$ cat src/rtl/des_block_seq.sv
// Block sequencer feeding a round-iterated 64-bit cipher core from/to RAM ports.
// Optional CBC chaining when DES_SEQ_CBC_EN is defined (adds iv port).
module des_block_seq #(
  parameter int DW = 32,
  parameter int ADDR_W = 9,
  parameter int ROUNDS = 16,
  parameter int RD_LAT = 1,
  localparam int WPB = 64 / DW,
  localparam int ROUND_W = (ROUNDS > 1) ? $clog2(ROUNDS) : 1,
  localparam int BLK_W = ADDR_W - $clog2(WPB)
) (
  input  logic               clk1,
  input  logic               reset_n,
  input  logic               start,
  input  logic               abort,
  input  logic               decrypt_in,
  input  logic [BLK_W-1:0]   num_blocks,
`ifdef DES_SEQ_CBC_EN
  input  logic [63:0]        iv,
`endif
  output logic [ADDR_W-1:0]  rd_addr,
  input  logic [DW-1:0]      rd_data,
  output logic [ADDR_W-1:0]  wr_addr,
  output logic [DW-1:0]      wr_data,
  output logic               wr_en,
  output logic [63:0]        core_in,
  output logic [ROUND_W-1:0] core_round,
  output logic               core_decrypt,
  input  logic [63:0]        core_out,
  output logic               busy,
  output logic               done,
  output logic [BLK_W:0]     blocks_done
);

  typedef enum logic [2:0] {
    IDLE, LOAD, ROUND, STORE, DONE
  } state_t;

  localparam logic [2:0] LAT = 3'(RD_LAT);
  localparam logic [2:0] NWPB = 3'(WPB);
  localparam logic [2:0] W_LAST = 3'(WPB - 1);
  localparam logic [2:0] L_LAST = 3'(WPB + RD_LAT - 1);
  localparam logic [ROUND_W-1:0] R_LAST = ROUND_W'(ROUNDS - 1);

  state_t           state;
  logic [2:0]       ph;
  logic [2:0]       widx;
  logic [2:0]       nidx;
  logic [BLK_W:0]   target;
  logic [BLK_W:0]   bd_next;
  logic [63:0]      res;
  logic [63:0]      rnext;
`ifdef DES_SEQ_CBC_EN
  logic [63:0]      chain;
`endif

  assign widx = ph - LAT;
  assign nidx = ph + 3'd1;
  assign bd_next = blocks_done + (BLK_W+1)'(1);

  always_comb begin
    rnext = core_out;
`ifdef DES_SEQ_CBC_EN
    if (core_decrypt) rnext = core_out ^ chain;
`endif
  end

  always_ff @(posedge clk1 or negedge reset_n) begin
    if (!reset_n) begin
      state        <= IDLE;
      ph           <= '0;
      target       <= '0;
      res          <= '0;
      rd_addr      <= '0;
      wr_addr      <= '0;
      wr_data      <= '0;
      wr_en        <= 1'b0;
      core_in      <= '0;
      core_round   <= '0;
      core_decrypt <= 1'b0;
      busy         <= 1'b0;
      done         <= 1'b0;
      blocks_done  <= '0;
`ifdef DES_SEQ_CBC_EN
      chain        <= '0;
`endif
    end else begin
      done <= 1'b0;
      unique case (state)
        IDLE: begin
          if (start && !abort) begin
            target       <= (num_blocks == '0) ?
                            {1'b1, {BLK_W{1'b0}}} :
                            {1'b0, num_blocks};
            core_decrypt <= decrypt_in;
            blocks_done  <= '0;
            rd_addr      <= '0;
            wr_addr      <= '0;
            ph           <= '0;
            busy         <= 1'b1;
            state        <= LOAD;
`ifdef DES_SEQ_CBC_EN
            chain        <= iv;
`endif
          end
        end
        LOAD: begin
          if (ph < NWPB) rd_addr <= rd_addr + ADDR_W'(1);
          if (ph >= LAT) begin
            for (int k = 0; k < WPB; k++) begin
              if (widx == 3'(k)) begin
`ifdef DES_SEQ_CBC_EN
                core_in[k*DW +: DW] <= core_decrypt ? rd_data :
                                       rd_data ^ chain[k*DW +: DW];
`else
                core_in[k*DW +: DW] <= rd_data;
`endif
              end
            end
          end
          if (ph == L_LAST) begin
            ph         <= '0;
            core_round <= '0;
            state      <= ROUND;
          end else begin
            ph <= nidx;
          end
        end
        ROUND: begin
          if (core_round == R_LAST) begin
            res        <= rnext;
            wr_data    <= rnext[DW-1:0];
            wr_en      <= 1'b1;
            core_round <= '0;
            ph         <= '0;
            state      <= STORE;
`ifdef DES_SEQ_CBC_EN
            // decrypt chains on the ciphertext as it was read
            chain      <= core_decrypt ? core_in : core_out;
`endif
          end else begin
            core_round <= core_round + ROUND_W'(1);
          end
        end
        STORE: begin
          wr_addr <= wr_addr + ADDR_W'(1);
          if (ph == W_LAST) begin
            wr_en       <= 1'b0;
            blocks_done <= bd_next;
            ph          <= '0;
            if (bd_next == target) begin
              busy  <= 1'b0;
              done  <= 1'b1;
              state <= DONE;
            end else begin
              state <= LOAD;
            end
          end else begin
            ph <= nidx;
            for (int k = 0; k < WPB; k++) begin
              if (nidx == 3'(k)) wr_data <= res[k*DW +: DW];
            end
          end
        end
        DONE: state <= IDLE;
        default: state <= IDLE;
      endcase
      // a write already on the bus in this cycle still lands
      if (abort && busy) begin
        state      <= IDLE;
        busy       <= 1'b0;
        wr_en      <= 1'b0;
        done       <= 1'b0;
        ph         <= '0;
        core_round <= '0;
      end
    end
  end

endmodule

$ cat config.mk
export PLATFORM = sky130hd
export DESIGN_NAME = des_block_seq
export DESIGN_NICKNAME = d
export VERILOG_FILES = /design/src/rtl/des_block_seq.sv
export SDC_FILE = /design/constraint.sdc
export NUM_CORES = 1
export LEC_CHECK = 0
export ABC_AREA = 1
export BUFFER_PORTS_ARGS = -buffer_cell sky130_fd_sc_hd__buf_4
export CORE_ASPECT_RATIO = 0.75
export CORE_UTILIZATION = 57
export CTS_CLUSTER_DIAMETER = 40
export DETAILED_ROUTE_END_ITERATION = 7
export PLACE_DENSITY = 0.9
export SYNTH_ARGS = -nofsm -noshare
export SYNTH_HDL_FRONTEND = slang
export SYNTH_SLANG_ARGS = --single-unit
$ cat constraint.sdc
create_clock -name clk1 -period 3.9 [get_ports clk1]
set_input_delay 0.195 -clock clk1 [delete_from_list [all_inputs] [get_ports clk1]]
set_output_delay 0.195 -clock clk1 [all_outputs]
set_load 0.05 [all_outputs]
==> impl_metrics.env <==
export IMPL_dp_hpwl_um=16300
export IMPL_clk_pin_slew_ns=0.06
export IMPL_rsz0062_at_grt="no"
export IMPL_finalWirelength_um=28900
export IMPL_async_flop_share=1.00
export IMPL_hp_class="primary input to flop"
export IMPL_start_util=0.596
export IMPL_grt_max_degree=118
export IMPL_viasPerCell=5.58
export IMPL_worst_hold_slack_ns=0.0145
export IMPL_grt_pass1_vias=9350
export IMPL_synth_distinct_cells=37
export IMPL_synth_area_leaders="dfrtp_1, nand2_1, inv_1"
export IMPL_crit_arrival_ns=2.87
export IMPL_detail_route_wl_per_cell_um=17.6
export IMPL_grt_ovfl_total=0
export IMPL_htree_num_levels=1
export IMPL_die_area_sq_um=16800
export IMPL_critPathLaunchType="flop"
export IMPL_peakVddDrop_v=0.000847
export IMPL_finalCriticalPeriod_ns=2.48
export IMPL_clock_fmax_mhz=403
export IMPL_syn_nets=1209
export IMPL_synth_commonest_cells="nand2_1, dfrtp_1, inv_1, nor2_1, o21ai_0"
export IMPL_root_buffer="clkbuf_16"
export IMPL_dieWidth_um=149
export IMPL_power_density_nw_per_um2=872
export IMPL_final_area_sq_um=13000
export IMPL_cp_max_fo=95
export IMPL_p_leak_nw=6.59
export IMPL_grt_usage=0.351
export IMPL_firstDrtPassIters=5
export IMPL_vias=9180
export IMPL_synth_top_cell_area_share=0.566
export IMPL_post_cts_buffers=0
export IMPL_fin_cells=1645
export IMPL_gp_congestion=0.837
export IMPL_cts_buffer_depth=3
export IMPL_cts_tree="yes"
export IMPL_r2r_setup_slack_ns=1.42
export IMPL_clock_latency_ns=0.51
export IMPL_max_slew_margin=0.294
export IMPL_ys_ff_latch=210
export IMPL_setup_worst_path_end_class="flop"
export IMPL_dp_cells=1496
export IMPL_hold_viol=0
export IMPL_skew_ns=0.0166
export IMPL_io_buffers=239
export IMPL_ys_seq_area_frac=0.566
export IMPL_antenna_found_initial=1
export IMPL_synth_edff_count=0
export IMPL_cts_num_sinks=210
export IMPL_crit_type="flop to flop"
export IMPL_ant_nets=0
export IMPL_syn_to_final_growth_pct=40.1
export IMPL_grt_pass1_wl_um=46400
export IMPL_die_h_um=113
export IMPL_drive_gt1_frac=0.226
export IMPL_drv_cap=0
export IMPL_yosysWarnings=0
export IMPL_row_count=39
export IMPL_netlist_area_sq_um=9280
export IMPL_wl_met2_um=14300
export IMPL_drt_met1_wl_um=10900
export IMPL_yosys_area_top_type="dfrtp_1"
export IMPL_met3WireLength_um=2580
export IMPL_ioPinCount=240
export IMPL_drt_iter0_drc=785
export IMPL_drv_slew=0
export IMPL_placed_area_sq_um=11200
export IMPL_top_layer="met4"
export IMPL_final_setup_viol_count=0
export IMPL_status="complete, no violations"
export IMPL_tns_ns=0
export IMPL_cp_required_ns=4.29
export IMPL_nets=1535
export IMPL_drc=0
export IMPL_worstMarginPinSlew_ns=1.06
export IMPL_ys_flop_type="dfrtp_1"
export IMPL_postSynthAreaPerCell_sq_um=8.47
export IMPL_core_area_sq_um=15600
export IMPL_utilization=0.835
export IMPL_yosysMostFrequentCell="nand2_1"
export IMPL_post_route_period_util=0.636
export IMPL_syn_inst=1096
export IMPL_cts_made_buffers=25
-- worst max-delay path, stage by stage, from the launching register on --
cell,delay [ns]
dfrtp_1,0.41
ha_1,0.22
nand2_1,0.13
nor2_4,0.03
buf_4,0.25
nand2_4,0.13
buf_4,0.75
mux2_2,0.42
-- cell usage in the layout (no fill, tap or decap), types with 2 or more instances in the layout --
cell           netlist  final
o22ai_1              8      8
clkinvlp_4           0      3
dlygate4sd3_1        0    104
inv_8                0      3
mux2_2               2      2
inv_2               12     12
clkbuf_16            0     25
a21oi_1             42     42
clkinv_2             0      2
nor2_1             100    100
ha_1                 4      4
o211ai_1            31     31
nand4_1              2      2
nand2_1            296    295
buf_4                2    245
clkbuf_1            18      3
a31oi_1             34     34
nor2_2               6      6
inv_6                0      3
nand3_1             55     55
inv_1              118    118
clkbuf_8             0      3
nor3_1               4      4
nand3b_1             2      2
nand2_2              8      8
o21ai_1             35     35
dfrtp_1            210    210
clkinv_4             0      3
nor2_4               3      3
nand2_4              2      3
o21ai_0             58     58
-- sequential cells by signal (all words and copies together), names as in the netlist, 3 cells and up --
signal	flops
wr_addr	9
target	9
ph	3
rd_addr	9
blocks_done	9
state	3
res	64
core_in	64
core_round	4
wr_data	32
-- repair_timing --
action                    4_1_cts  5_1_grt
hold endpoints to repair      272        0
hold buffers                  104        0
gates resized for setup         0        0
-- layout make-up --
| class | count | area [sq um] |
|---|---|---|
| sequential | 210 | 5260 |
| multi-input combinational | 704 | 3310 |
| timing repair buffer | 351 | 2910 |
| fill | 824 | 2560 |
| clock buffer | 30 | 664 |
| inverter | 130 | 488 |
| tap | 205 | 256 |
| clock inverter | 14 | 119 |
| antenna | 1 | 2.50 |
-- path summary, 6_finish.rpt --
path | from | end | cells after the start
max in group asynchronous | reset_n | res[56]$_DFFE_PN0P_ | 3
setup reg to reg | core_round[0]$_DFFE_PN0P_ | res[63]$_DFFE_PN0P_ | 7
hold reg to reg | res[11]$_DFFE_PN0P_ | res[11]$_DFFE_PN0P_ | 2
hold / removal | core_out[59] | res[59]$_DFFE_PN0P_ | 3
min in group asynchronous | reset_n | wr_addr[6]$_DFFE_PN0P_ | 2
setup / recovery | core_round[0]$_DFFE_PN0P_ | res[63]$_DFFE_PN0P_ | 7
-- layer usage --
metal / up-vias / track usage
met1: 4367 / 0.433
met2: 517 / 0.595
met3: 99 / 0.0797
met4: 0 / 0.146
li1: 4197 / -
met5: - / 0
-- kinds of logic (layout without fill, tap and decap cells) --
kind of cell	count (synthesis)	after routing	synth area share
AO/OA/AOI/OAI	216	216	0.134
XOR/XNOR	1	1	0.000944
adder cells (fa/ha/maj)	4	4	0.00539
buffers and inverters	182	525	0.0786
flip-flops	210	210	0.566
multiplexers	2	2	0.00243
other	0	1	0
AND/OR/NAND/NOR	481	481	0.213
-- report_power, final --
group          leakage, nW  switching, mW  internal [mW]
combinational         3.79           4.09           1.60
clock                0.378          0.959           1.25
sequential            2.41          0.557           2.88
-- through the flow --
stage          setup slack (ns)  power, mW
6_report                   1.42       11.3
2_1_floorplan              1.87       7.17
3_5_place_dp               1.46       8.85
5_1_grt                    1.30       11.9
3_3_place_gp               1.50       8.68
4_1_cts                    1.45       11.2
No activity file was read; power rests on OpenSTA's default activity.
